--- config.mk ---
export PLATFORM = sky130hd
export DESIGN_NAME = rob_queue
export DESIGN_NICKNAME = d
export VERILOG_FILES = /design/src/rtl/rob_queue.sv
export SDC_FILE = /design/constraint.sdc
export NUM_CORES = 1
export LEC_CHECK = 0
export CAP_MARGIN = 25
export CORE_UTILIZATION = 51
export DETAILED_ROUTE_END_ITERATION = 7
export GPL_ROUTABILITY_DRIVEN = 0
export PLACE_DENSITY = 0.81
export SETUP_SLACK_MARGIN = 0.2
export SLEW_MARGIN = 40
export SYNTH_ARGS = -nofsm -noshare
export SYNTH_HDL_FRONTEND = slang
export SYNTH_SLANG_ARGS = --single-unit
--- constraint.sdc ---
create_clock -name clk -period 16.75 [get_ports clk]
set_input_delay 2.5125 -clock clk [delete_from_list [all_inputs] [get_ports clk]]
set_output_delay 2.5125 -clock clk [all_outputs]
set_load 0.02 [all_outputs]
--- src/rtl/rob_queue.sv ---
// In-order reorder buffer: allocates tags, captures ALU writeback, broadcasts entry state and
// retires completed entries in program order. Entry i always owns tag i.
module rob_queue #(
    parameter int unsigned ENTRY_NUM = 8,
    parameter int unsigned TAG_W     = 4,
    parameter int unsigned DATA_W    = 32,
    parameter int unsigned REG_W     = 5
) (
    input  logic                        clk,
    input  logic                        rst,
    input  logic                        flush,
    input  logic                        alloc_req,
    input  logic [REG_W-1:0]            alloc_dest,
    output logic [TAG_W-1:0]            alloc_tag,
    output logic                        full,
    input  logic [TAG_W-1:0]            wb_target,
    input  logic [DATA_W-1:0]           wb_result,
    output logic [ENTRY_NUM-1:0]        bc_valid,
    output logic [ENTRY_NUM-1:0]        bc_ready,
    output logic [ENTRY_NUM*TAG_W-1:0]  bc_tag,
    output logic [ENTRY_NUM*DATA_W-1:0] bc_val,
    output logic                        commit_en,
    output logic [REG_W-1:0]            commit_reg,
    output logic [DATA_W-1:0]           commit_val
);

    localparam int unsigned PTR_W = (ENTRY_NUM > 1) ? $clog2(ENTRY_NUM) : 1;
    localparam int unsigned CNT_W = $clog2(ENTRY_NUM + 1);
    localparam logic [TAG_W-1:0] TAG_INVALID = {TAG_W{1'b1}};

    logic [ENTRY_NUM-1:0] valid_q;
    logic [ENTRY_NUM-1:0] ready_q;
    logic [REG_W-1:0]     dest_q [ENTRY_NUM];
    logic [DATA_W-1:0]    val_q  [ENTRY_NUM];
    logic [PTR_W-1:0]     head_q;
    logic [PTR_W-1:0]     tail_q;
    logic [CNT_W-1:0]     count_q;

    logic             do_alloc;
    logic             do_wb;
    logic             do_commit;
    logic [PTR_W-1:0] wb_idx;

    function automatic logic [PTR_W-1:0] ptr_inc(input logic [PTR_W-1:0] p);
        return (32'(p) == ENTRY_NUM - 1) ? '0 : p + 1'b1;
    endfunction

    assign full      = (32'(count_q) == ENTRY_NUM);
    assign alloc_tag = full ? TAG_INVALID : TAG_W'(tail_q);
    assign wb_idx    = wb_target[PTR_W-1:0];

    // All decisions use pre-edge state, so an entry allocated this cycle cannot take a writeback
    // and the head being written back retires one cycle later.
    always_comb begin
        do_commit = valid_q[head_q] && ready_q[head_q];
        do_alloc  = alloc_req && !full;
        do_wb     = (wb_target != TAG_INVALID) && (32'(wb_target) < ENTRY_NUM) &&
                    valid_q[wb_idx] && !ready_q[wb_idx];
    end

    always_ff @(posedge clk or posedge rst) begin
        if (rst) begin
            valid_q    <= '0;
            ready_q    <= '0;
            head_q     <= '0;
            tail_q     <= '0;
            count_q    <= '0;
            commit_en  <= 1'b0;
            commit_reg <= '0;
            commit_val <= '0;
            for (int i = 0; i < int'(ENTRY_NUM); i++) begin
                dest_q[i] <= '0;
                val_q[i]  <= '0;
            end
        end else if (flush) begin
            // commit_reg/commit_val deliberately hold across a flush
            valid_q   <= '0;
            ready_q   <= '0;
            head_q    <= '0;
            tail_q    <= '0;
            count_q   <= '0;
            commit_en <= 1'b0;
            for (int i = 0; i < int'(ENTRY_NUM); i++) begin
                dest_q[i] <= '0;
                val_q[i]  <= '0;
            end
        end else begin
            commit_en <= do_commit;
            if (do_commit) begin
                commit_reg      <= dest_q[head_q];
                commit_val      <= val_q[head_q];
                valid_q[head_q] <= 1'b0;
                ready_q[head_q] <= 1'b0;
                val_q[head_q]   <= '0;
                head_q          <= ptr_inc(head_q);
            end
            if (do_wb) begin
                val_q[wb_idx]   <= wb_result;
                ready_q[wb_idx] <= 1'b1;
            end
            if (do_alloc) begin
                valid_q[tail_q] <= 1'b1;
                ready_q[tail_q] <= 1'b0;
                dest_q[tail_q]  <= alloc_dest;
                val_q[tail_q]   <= '0;
                tail_q          <= ptr_inc(tail_q);
            end
            count_q <= count_q + CNT_W'(do_alloc) - CNT_W'(do_commit);
        end
    end

    assign bc_valid = valid_q;
    assign bc_ready = ready_q;

    for (genvar i = 0; i < int'(ENTRY_NUM); i++) begin : g_bc
        assign bc_tag[i*TAG_W +: TAG_W]   = TAG_W'(i);
        assign bc_val[i*DATA_W +: DATA_W] = val_q[i];
    end

endmodule

Word-level counts from Yosys, hierarchy flattened
Index checks and enable logic that the tools add are counted.

Bits in latches: 0. Word-level logic and storage cells: 133. Input bits: 45. Register bits after elaboration: 360. Memories kept: 0. Memory bits (writable): 0. ROM bits: 0. Output and inout bits: 347.

$lt $le $gt $ge: 13. Divide/modulo/power cells: 0. Mux-type cells: 57. Shift-type cells: 0. Reductions and logical operators: 16. Eq/ne operators: 4. Bitwise logic cells: 15. $add $sub $neg: 4. Multipliers: 0.

Operators with widths (count): $mux 256 (6); $and 256x256->256 (2); $not 256->256 (2); $demux 32 s3 (3); $bwmux 256 (1); $mux 32 (5); $bmux 32 s3 (1); $mux 40 (2); $mux 8 (10); $bwmux 40 (1); $and 8x8->8 (3); $mux 3 (6); $not 8->8 (2); $or 8x8->8 (2); $bmux 5 s3 (1); $demux 5 s3 (1); $mux 5 (3); $bmux 1 s3 (4); $ge 4x4->1 const B (3); $lt 3x4->1 const B (3); $lt 4x1->1 const B (3); $not 3->4 (3); $logic_and 1x1->1 (11); $demux 1 s3 (3); other kinds (14) (28).

Depth between registers and ports, before layout
Gate-level depths: netlist (run 1).

Word-level depth: 15. Gate-level depth with buffers: 13. Gate-level depth less buffers: 11.

Worst setup path after synthesis (run 1)
Ideal clock, no wire load.

Kind: input port to flip-flop. Start: input port wb_target[0]. End: register val_q (netlist bit bc_val[119]). Stages: 8. Data arrival time: 4274 ps. Library setup time: 122 ps. Path buffers: 3. Slack: 12355 ps. Path through: buf_6 or4b_1 o211ai_2 o211ai_2 or3_1 buf_2 buf_6 a32o_1.

Word-level cells in the longest chain between the ends: 11. Elaborated cells on any way between the ends: 22. Those cells by class: 3 x order compare; 1 x eq/ne; 11 x mux; 2 x bitwise; 5 x reduce/logical.

RTL lines: from (decl) (RTL line 16) `input logic [TAG_W-1:0] wb_target,`; $not 3->4 (implied by the code) (RTL line 98) `val_q[wb_idx] <= wb_result;`; $ge 4x4->1 (implied by the code) / $lt 4x1->1 (equally long branches) (RTL line 98); $logic_and 1x1->1 (implied by the code) (RTL line 98); $mux 32 (implied by the code) (RTL line 98); $demux 32 s3 (RTL line 98); $bwmux 256 (RTL line 98); $mux 256 * (RTL line 97) `if (do_wb) begin`; $mux 256 * (RTL line 75) `end else if (flush) begin`; $and 256x256->256 (no line); $mux 256 * (RTL line 101) `if (do_alloc) begin`; $mux 256 * (RTL line 75); to (signal, indexed assignment) (RTL line 98); to (decl) (RTL line 34) `logic [DATA_W-1:0] val_q [ENTRY_NUM];`.

Every way passes the cells marked *; elsewhere a longest branch is shown, timed or not. The select of a mux whose other input is x is not followed. A chain may end at the register's enable or synchronous reset.

Worst setup path in the final report (run 1)
Start: input port wb_target[1]. End: register val_q (netlist bit bc_val[6]).

The elaborated chain is that of the path after synthesis.

==> key figures, run 1 <==
Global routing
  – First-pass GRT wire length: 98000 microns
  – Total global-route track usage: 39.5%
  – Grt ovf: 0
  – Number of global-route vias before repair: 15200
  – Initial antenna violation count: 3
  – Largest net degree at the start of global routing: 165

Final layout
  – Fillers: 2282
  – Max FFs per register: 256
  – Cell area after layout: 0.0222 sq mm
  – Area grow syn2layout: 32.9%
  – FF/Latch Area: 0.00902 sq mm
  – Layout cell share with drive strength beyond 1: 12.2%
  – Final cell utilization of the core: 69.8%
  – Multi-input gate area: 0.00698 sq mm
  – Final #Nets: 1717

Floorplanning
  – Core Footprint: 0.0319 sq mm
  – Placement row count: 65
  – I/O pin count: 392
  – Die height: 183 microns
  – Initial cell density of the core: 52.5%
  – Die width: 183 microns
  – Die Area: 0.0335 sq mm

Power
  – Leakage: 9.32 nW
  – Peak supply drop: 0.0000779 V
  – Final Power: 0.00200 W
  – PD cells: 89.8 mW/mm^2

Drt
  – DRT antenna net count: 0
  – Vias: 15100
  – Vias per cell: 7.12
  – Drt wl/cell: 31.3 microns
  – DR DRC count: 0
  – Drt initial violations: 2245
  – Final wirelength: 66400 microns
  – Drt pass-1 iters: 6

Setup path
  – Critical-path cell list: clkdlybuf4s50_1 > or2_2 > o211ai_2 > o21ai_0 > nor2_4 > buf_16 > a32o_1
  – Worst EP required: 17210 ps
  – Critical-path maximum fanout: 17
  – Largest stage delay, worst path: 650 ps
  – Delay-heaviest family, CP: compound AO/OA/AOI/OAI gates
  – Crit Path Class: input pin to flop
  – Crit path buffers/inverters: 2
  – Worst reg2reg path depth: 11
  – Worst r2r src: head_q[0]$_DFFE_PP0P_
  – Worst Setup Start Kind: input pin
  – Data arrival, critical path: 5450 ps
  – Worst Setup End Kind: flop
  – R2R Setup Slk: 12770 ps
  – Reg2reg end: count_q[1]$_DFF_PP0_
  – Slowest-stage cell, CP: nor2_4

Logic synthesis
  – Cell variety after synth: 63
  – EDFF count, synth: 0
  – Synthesized flop and latch total: 360
  – Syn avg cell area: 12.0 sq um
  – Mapped Area: 0.0167 sq mm
  – Dominant synthesized flop cell: dfrtp_1
  – Syn. warnings: 0
  – Synth async-reset ratio: 100%
  – Seq/Total Area, Yosys: 53.8%
  – Synth Instances: 1399

Placement
  – I/O Buffers: 359
  – Dpl cell area: 0.0209 sq mm
  – Pre-CTS setup slack: 11310 ps
  – Detailed Place HPWL: 42400 microns

CTS
  – Clk buf depth: 3
  – TritonCTS clock tree: built
  – Worst-skew pair later-pin latency: 530 ps
  – Root buf cell: clkbuf_16
  – Resized Gates After CTS: 0
  – Post-CTS setup repair buffer count: 0
  – Clock slew at reported path FFs: 60 ps
  – H-tree depth: 2
  – CTS Buf Count: 38
  – Hold-fix buffers at CTS: 0
  – Clock sink total: 360

Timing
  – Slew at the pin closest to its max-slew limit: 894 ps
  – RSZ-0062 raised after global routing: false
  – Setup Skew: 17.6 ps
  – Fin crit share: 29.7%
  – Fin. max-slew vios: 0
  – Setup_tns: 0 ps
  – Normalized max-slew margin: 40.2%
  – Achievable frequency: 201 MHz
  – Fin. Hold Viols: 0
  – Fin worst setup slack: 11770 ps
  – Final setup fails: 0
  – Min Tclk post-route: 4980 ps

Hold path
  – Hold Path Sink: commit_val[9]$_DFFE_PP0P_
  – WHS Path Cells: 1
  – Hold_sp: commit_val[9]$_DFFE_PP0P_
  – Hold Crit Class: flop to flop

Job
  – Max-cap violations: 0

Run status
  – Status: finished, final reports clean
-- final cells by class --
class / instances / area share, %
sequential: 360 / 40.5
tap: 435 / 2.45
antenna: 2 / 0.0225
multi-input combinational: 847 / 31.4
inverter: 10 / 0.242
clock buffer: 50 / 4.99
timing repair buffer: 405 / 19.6
clock inverter: 17 / 0.771
-- worst max-delay path by stage --
| stage | from | end | slack, ps | depth (start not counted) |
|---|---|---|---|---|
| 2_1_floorplan | rst | bc_ready[0]$_DFF_PP0_ | 4250 | 1 |
| 3_3_place_gp | wb_target[0] | bc_val[105]$_DFF_PP0_ | 11160 | 6 |
| 3_5_place_dp | wb_target[2] | bc_val[41]$_DFF_PP0_ | 11310 | 7 |
| 4_1_cts | count_q[2]$_DFF_PP0_ | alloc_tag[3] | 11780 | 5 |
| 5_1_grt | wb_target[1] | bc_val[52]$_DFF_PP0_ | 11690 | 7 |
| 6_report | wb_target[1] | bc_val[6]$_DFF_PP0_ | 11770 | 7 |
-- worst register-to-register path, cell delays in order, from the launching register on --
cell and delay (ps):
dfrtp_2 710, buf_4 650, nor2b_1 140, buf_4 240, a22oi_2 480, nand3_1 340, inv_1 240, ha_1 250
inv_1 60, ha_1 180, fa_1 420, nor2b_1 140
-- kinds of logic after synthesis --
group | Yosys count | synth area share, %
AO/OA/AOI/OAI | 441 | 23.1
flip-flops | 360 | 53.8
AND/OR/NAND/NOR | 238 | 7.00
buffers and inverters | 222 | 6.35
multiplexers | 124 | 8.78
adder cells (fa/ha/maj) | 10 | 0.792
other | 2 | 0.0449
XOR/XNOR | 2 | 0.105
-- cell usage in the layout (no fill, tap or decap), types with 14 or more instances in the layout --
master           synthesis  final
a21oi_1                 44     44
a221oi_1                24     24
a22oi_1                 26     26
a31oi_1                 18     18
a32o_1                 258    258
buf_16                   0     18
buf_4                   36     20
clkbuf_16                0     41
clkdlybuf4s50_1          0    358
conb_1                   2     32
dfrtp_1                360    357
mux2_2                  33     33
mux2i_1                 76     76
mux4_2                  15     15
nand2_1                 49     49
nand2b_1                14     14
nor2_1                 107    101
-- power breakdown --
group          switching, W  leakage, nW  total [W]  internal (W)
Clock              0.000359        0.638   0.000873      0.000514
Sequential        0.0000171         5.00   0.000906      0.000889
Combinational      0.000136         3.68   0.000218     0.0000822
Total              0.000512         9.32    0.00200       0.00149
-- cells in the mapped netlist (9+ instances only) --
cell | count | share of area, %
a21oi_1 | 44 | 1.3
a221oi_1 | 24 | 1.3
a22oi_1 | 26 | 1.2
a31oi_1 | 18 | 0.67
a32o_1 | 258 | 15
buf_1 | 39 | 0.87
buf_2 | 43 | 1.3
buf_4 | 36 | 1.6
clkbuf_1 | 89 | 2.0
dfrtp_1 | 360 | 54
ha_1 | 9 | 0.67
mux2_2 | 33 | 2.2
mux2i_1 | 76 | 4.5
mux4_2 | 15 | 2.0
nand2_1 | 49 | 1.1
nand2b_1 | 14 | 0.52
nor2_1 | 107 | 2.4
nor2b_1 | 17 | 0.64
o21a_1 | 9 | 0.40
o21ai_0 | 11 | 0.33
-- routing by layer --
layer | vias to the layer above | routed length, microns | GRT usage (%)
met1 | 7665 | 23300 | 50.0
met3 | 273 | 8300 | 10.7
met2 | 1267 | 30900 | 61.2
li1 | 5921 | - | -
met5 | - | 13 | 0
met4 | 2 | 3920 | 23.2
-- metrics by stage --
step,instances,hold slack [ps]
global placement,2033,474
detailed placement,2054,479
finish,2126,490
global route,2126,504
CTS,2121,492
floorplan,1429,481
(Power assumes the default switching activity.)
==> inputs of run 2 (changes only) <==
clock period = 4.85 ns   (was 16.75 ns; I/O delays follow)
==> run 2 against run 1 <==
Design area fell by 0.23%; flip-flop and latch count did not move; power rose to 3.4 times the previous value; largest power group unchanged; first-iteration DRC count fell by 4.3%.
==> key figures, run 2 (same netlist as run 1, synthesis figures left out) <==
Final layout
  – FF/Latch Area: 0.00902 sq mm (unchanged)
  – Most frequent cells in the layout: clkdlybuf4s50_1 (358), dfrtp_1 (357), a32o_1 (258), nor2_1 (100), mux2i_1 (76)
  – Fillers: 2294 (+0.53%)
  – Area grow syn2layout: 32.6%
  – Layout cell share with drive strength beyond 1: 12.4% (+0.23 points)
  – Final #Nets: 1725 (+0.47%)
  – Max FFs per register: 256 (unchanged)
  – Multi-input gate area: 0.00698 sq mm (unchanged)
  – Final std cells w/o fill: 2138 (+0.56%)
  – Most common cell after layout, fill and taps aside: clkdlybuf4s50_1
  – Final cell utilization of the core: 69.6% (-0.16 points)

Timing
  – Hold Slack: 496 ps (+5.75 ps)
  – Setup Skew: 38.5 ps (+20.9 ps)
  – Setup_tns: 0 ps (unchanged)
  – Achievable frequency: 277 MHz
  – Min Tclk post-route: 3610 ps
  – Fin. Hold Viols: 0 (unchanged)
  – Slew at the pin closest to its max-slew limit: 971 ps (+77.8 ps)
  – Fin crit share: 74.4%
  – RSZ-0062 raised after global routing: false
  – Normalized max-slew margin: 35.0% (-5.2 points)
  – Fin. max-slew vios: 0 (unchanged)
  – Final setup fails: 0 (unchanged)

CTS
  – Post-CTS setup repair buffer count: 0 (unchanged)
  – CTS Buf Count: 38 (unchanged)
  – Clock slew at reported path FFs: 70 ps (about the same)
  – Resized Gates After CTS: 0 (unchanged)
  – Clock sink total: 360 (unchanged)
  – Root buf cell: clkbuf_16
  – Hold-fix buffers at CTS: 0 (unchanged)
  – H-tree depth: 2 (unchanged)
  – Worst-skew pair later-pin latency: 540 ps (about the same)
  – TritonCTS clock tree: built
  – Clk buf depth: 3 (unchanged)

Hold path
  – Hold Crit Class: flop to flop

Setup path
  – Data arrival, critical path: 4020 ps (-1430 ps)
  – Setup crit start: head_q[1]$_DFFE_PP0P_
  – Crit Path Class: flop to flop
  – Largest stage delay, worst path: 810 ps (+160 ps)
  – Worst EP required: 5260 ps (-11950 ps)
  – Reg2reg end: bc_val[98]$_DFF_PP0_
  – Slowest-stage cell, CP: nor2_1
  – Worst reg2reg path depth: 7 (-4)
  – Worst Setup Start Kind: flop
  – Worst Setup End Kind: flop
  – Critical-path maximum fanout: 32 (+15)
  – R2R Setup Slk: 1240 ps (-11530 ps)
  – Worst setup path endpoint: bc_val[98]$_DFF_PP0_
  – Worst r2r src: head_q[1]$_DFFE_PP0P_
  – Critical-path cell list: buf_4 > nand2_1 > nor2_1 > nand4_1 > nor2b_4 > buf_16 > a32o_1

Run status
  – Status: finished, final reports clean

Placement
  – Detailed Place HPWL: 42500 microns (+0.22%)
  – I/O Buffers: 359 (unchanged)
  – Placed cells: 2064 (+0.49%)

Global routing
  – Largest net degree at the start of global routing: 101 (-39%)
  – Number of global-route vias before repair: 15200 (+0.059%)
  – First-pass GRT wire length: 98400 microns (+0.49%)
  – Total global-route track usage: 39.7% (+0.16 points)
  – Grt ovf: 0 (unchanged)
  – Initial antenna violation count: 4 (+1)

Floorplanning
  – Core Footprint: 0.0319 sq mm (unchanged)
  – Die width: 183 microns (unchanged)
  – I/O pin count: 392 (unchanged)
  – Placement row count: 65 (unchanged)
  – Die height: 183 microns (unchanged)
  – Die Area: 0.0335 sq mm (unchanged)
  – Initial cell density of the core: 52.5% (unchanged)

Power
  – Leakage: 9.31 nW (-0.11%)
  – Peak supply drop: 0.000230 V (+200%)
  – Final Power: 0.00688 W (+240%)
  – PD cells: 310 mW/mm^2 (+250%)

Job
  – Max-cap violations: 0 (unchanged)

Drt
  – Drt wl/cell: 31.2 microns (-0.33%)
  – DRT antenna net count: 0 (unchanged)
  – Vias per cell: 7.15 (+0.55%)
  – Drt initial violations: 2148 (-4.3%)
  – Vias: 15300 (+1.1%)
  – Final wirelength: 66600 microns (+0.23%)
  – Drt pass-1 iters: 8 (+2)
  – DR DRC count: 0 (unchanged)
-- run 2: area by class of cell --
cell class              count  share of cell area, %
well taps                 435                   2.45
clock buffers              55                   5.03
flip-flops and latches    360                   40.6
multi-input cells         847                   31.4
clock inverters            13                  0.682
diodes                      5                 0.0564
repair buffers            413                   19.5
inverters                  10                  0.203
-- run 2: per-layer routing --
layer  up-vias  share of wire [%]  track usage [%]
met1      7599                 34             49.2
li1       5937                  -                -
met3       350                 14             11.8
met2      1408                 46             61.4
met5         -               0.10             1.48
met4         3                6.5             23.8
-- run 2: where the power goes --
part	switching (W)	leakage, nW	total, W	internal (W)
combinational	0.000467	3.69	0.000748	0.000281
clock	0.00124	0.618	0.00300	0.00176
sequential	0.0000581	5.00	0.00313	0.00307
total	0.00177	9.31	0.00688	0.00511
-- run 2: worst min path at each step --
stage               slack [ps]                    endpoint                  startpoint  depth (start not counted)
finish                     500  commit_val[24]$_DFFE_PP0P_  commit_val[24]$_DFFE_PP0P_                          1
global route               520  commit_val[20]$_DFFE_PP0P_  commit_val[20]$_DFFE_PP0P_                          1
CTS                        500  commit_val[23]$_DFFE_PP0P_  commit_val[23]$_DFFE_PP0P_                          1
detailed placement         490  commit_val[23]$_DFFE_PP0P_  commit_val[23]$_DFFE_PP0P_                          1
global placement           480  commit_val[31]$_DFFE_PP0P_  commit_val[31]$_DFFE_PP0P_                          1
floorplan                  480      dest_q[15]$_DFFE_PP0P_      dest_q[15]$_DFFE_PP0P_                          2
-- run 2: critical path: cells and delay by family (launching register included) --
kind | cells | cell delay [ps]
buf+inv | 2 | 740
compound gates | 1 | 270
simple gates | 4 | 1700
flops | 1 | 740
-- run 2: through the flow --
step                setup WS [ps]  area, sq um
detailed placement           1000        20900
global route                 1240        22200
finish                       1240        22200
global placement             1100        20500
CTS                          1400        22200
floorplan                    -704        16900
==> inputs of run 3 (changes only) <==
CORE_UTILIZATION = 46   (was 51)
PLACE_DENSITY = 0.78   (was 0.81)
clock period = 3.2 ns   (was 4.85 ns; I/O delays follow)
==> run 3 against run 2 <==
The flow now finishes with violations (DRC); hold slack worse by 200 ps; wire length grew 1.4%; clock skew decreased by 25 ps; setup slack got worse by 900 ps; count of clock-buffer cells in the layout increased by 1; first-iteration DRC count decreased by 13%; critical path type unchanged; critical endpoint is now count_q[2]$_DFF_PP0_; largest power group unchanged; highest routed layer unchanged.
==> key figures, run 3 (same netlist as run 1, synthesis figures left out) <==
Floorplanning
  – Core Footprint: 0.0357 sq mm (+12%)
  – Die height: 193 microns (+5.2%)
  – Die Area: 0.0371 sq mm (+11%)
  – Placement row count: 69 (+6.2%)
  – Initial cell density of the core: 46.9% (-5.6 points)
  – I/O pin count: 392 (unchanged)
  – Die width: 193 microns (+5.2%)

Job
  – Max-cap violations: 0 (unchanged)

Setup path
  – Worst Setup End Kind: flop
  – Crit Path Class: flop to flop
  – Worst reg2reg path depth: 10 (+3)
  – Setup crit start: head_q[1]$_DFFE_PP0P_
  – R2R Setup Slk: 340 ps (-900 ps)
  – Critical-path cell list: mux4_2 > mux2_2 > nand3_2 > inv_1 > ha_1 > inv_1 > ha_1 > fa_1 > xnor2_1 > nor2_1
  – Data arrival, critical path: 3260 ps (-760 ps)
  – Crit path buffers/inverters: 2 (unchanged)
  – Worst r2r src: head_q[1]$_DFFE_PP0P_
  – Worst EP required: 3600 ps (-1660 ps)
  – Critical-path maximum fanout: 6 (-81%)
  – Largest stage delay, worst path: 570 ps (-240 ps)
  – Worst Setup Start Kind: flop
  – Slowest-stage cell, CP: mux4_2
  – Delay-heaviest family, CP: adder cells
  – Reg2reg end: count_q[2]$_DFF_PP0_

Final layout
  – Most common cell after layout, fill and taps aside: clkdlybuf4s50_1
  – Final #Nets: 1773 (+2.8%)
  – Layout cell share with drive strength beyond 1: 14.8% (+2.4 points)
  – Fillers: 2749 (+20%)
  – Most frequent cells in the layout: clkdlybuf4s50_1 (358), dfrtp_1 (357), a32o_1 (258), nor2_1 (101), mux2i_1 (76)
  – Max FFs per register: 256 (unchanged)
  – Area grow syn2layout: 35.0%

Global routing
  – Grt ovf: 0 (unchanged)
  – First-pass GRT wire length: 98400 microns (unchanged)
  – Initial antenna violation count: 2 (-2)
  – Largest net degree at the start of global routing: 87 (-14%)
  – Number of global-route vias before repair: 15300 (+0.42%)
  – Total global-route track usage: 36.2% (-3.5 points)

CTS
  – Worst-skew pair later-pin latency: 540 ps (about the same)
  – Clock sink total: 360 (unchanged)
  – Hold-fix buffers at CTS: 0 (unchanged)
  – TritonCTS clock tree: built
  – Resized Gates After CTS: 0 (unchanged)
  – Clock slew at reported path FFs: 60 ps (about the same)
  – Root buf cell: clkbuf_16
  – H-tree depth: 2 (unchanged)
  – Post-CTS setup repair buffer count: 0 (unchanged)
  – CTS Buf Count: 40 (+5.3%)
  – Clk buf depth: 3 (unchanged)

Drt
  – DRT antenna net count: 0 (unchanged)
  – DR DRC count: 68 (+68)
  – Drt wl/cell: 30.6 microns (-1.9%)
  – Vias: 15200 (-0.60%)
  – Drt initial violations: 1876 (-13%)
  – Vias per cell: 6.89 (-3.8%)
  – Final wirelength: 67500 microns (+1.4%)
  – Drt pass-1 iters: 8 (unchanged)

Timing
  – Fin. max-slew vios: 0 (unchanged)
  – Fin. Hold Viols: 0 (unchanged)
  – Slew at the pin closest to its max-slew limit: 897 ps (-74.0 ps)
  – RSZ-0062 raised after global routing: false
  – Setup Skew: 13.3 ps (-25.2 ps)
  – Min Tclk post-route: 2860 ps (-750 ps)
  – Final setup fails: 0 (unchanged)
  – Normalized max-slew margin: 40.1% (+5.0 points)
  – Setup_tns: 0 ps (unchanged)
  – Achievable frequency: 350 MHz (+26%)
  – Fin crit share: 89.3% (+15 points)

Run status
  – Failing checks: DRC
  – Status: finished, violations left

Placement
  – I/O Buffers: 359 (unchanged)
  – Detailed Place HPWL: 45200 microns (+6.3%)

Power
  – Peak supply drop: 0.000301 V (+31%)
  – Leakage: 9.54 nW (+2.5%)
  – PD cells: 466 mW/mm^2 (+50%)
  – Final Power: 0.0105 W (+53%)

Hold path
  – Hold Crit Class: input pin to asynchronous set/reset pin
## run 3: changes by cell type in the layout (fill, tap and decap cells not counted), moves of 2 or more
cell,before,now
buf_8,4,6
clkbuf_1,8,6
clkbuf_16,39,41
diode_2,5,1
buf_12,5,18
buf_16,12,3
buf_4,34,73
## run 3: worst max path at each step
stage | depth (start not counted) | to
global route | 10 | count_q[2]$_DFF_PP0_
global placement | 7 | bc_val[55]$_DFF_PP0_
finish | 10 | count_q[2]$_DFF_PP0_
detailed placement | 7 | bc_val[57]$_DFF_PP0_
floorplan | 1 | bc_ready[0]$_DFF_PP0_
CTS | 10 | count_q[2]$_DFF_PP0_
## run 3: final cells by class
| type | count | area (sq um) | share of cell area (%) |
|---|---|---|---|
| Sequential cell | 360 | 9020 | 39.9 |
| Timing Repair Buffer | 459 | 4670 | 20.7 |
| Clock inverter | 14 | 143 | 0.631 |
| Clock buffer | 56 | 1170 | 5.19 |
| Antenna cell | 1 | 2.50 | 0.0111 |
| Multi-Input combinational cell | 847 | 6970 | 30.8 |
| Tap cell | 461 | 577 | 2.55 |
| Inverter | 10 | 43.8 | 0.194 |
## run 3: power breakdown
part           switching, W  leakage, nW  total [W]  internal (W)
logic              0.000712         3.90    0.00116      0.000446
clock network       0.00190        0.645    0.00463       0.00272
registers         0.0000898         5.00    0.00475       0.00466
## run 3: layer usage
layer  GRT usage, %  part of all wire [%]  vias up
li1               -                     -     6023
met1           44.6                    36     7654
met2           55.2                    45     1250
met3           11.6                    12      276
met4           22.2                   6.4        2
met5              0                 0.013        -
## run 3: stage by stage
step                instances  hold slack [ps]  area (sq um)  util, %  setup slack, ps
floorplan                1429              481         16900        -            -2110
global placement         2128              477         21100     59.2             49.9
detailed placement       2137              483         21300     59.7            -19.6
CTS                      2207              303         22600     63.3              253
global route             2208              323         22600     63.4              208
finish                   2208              297         22600     63.4              343
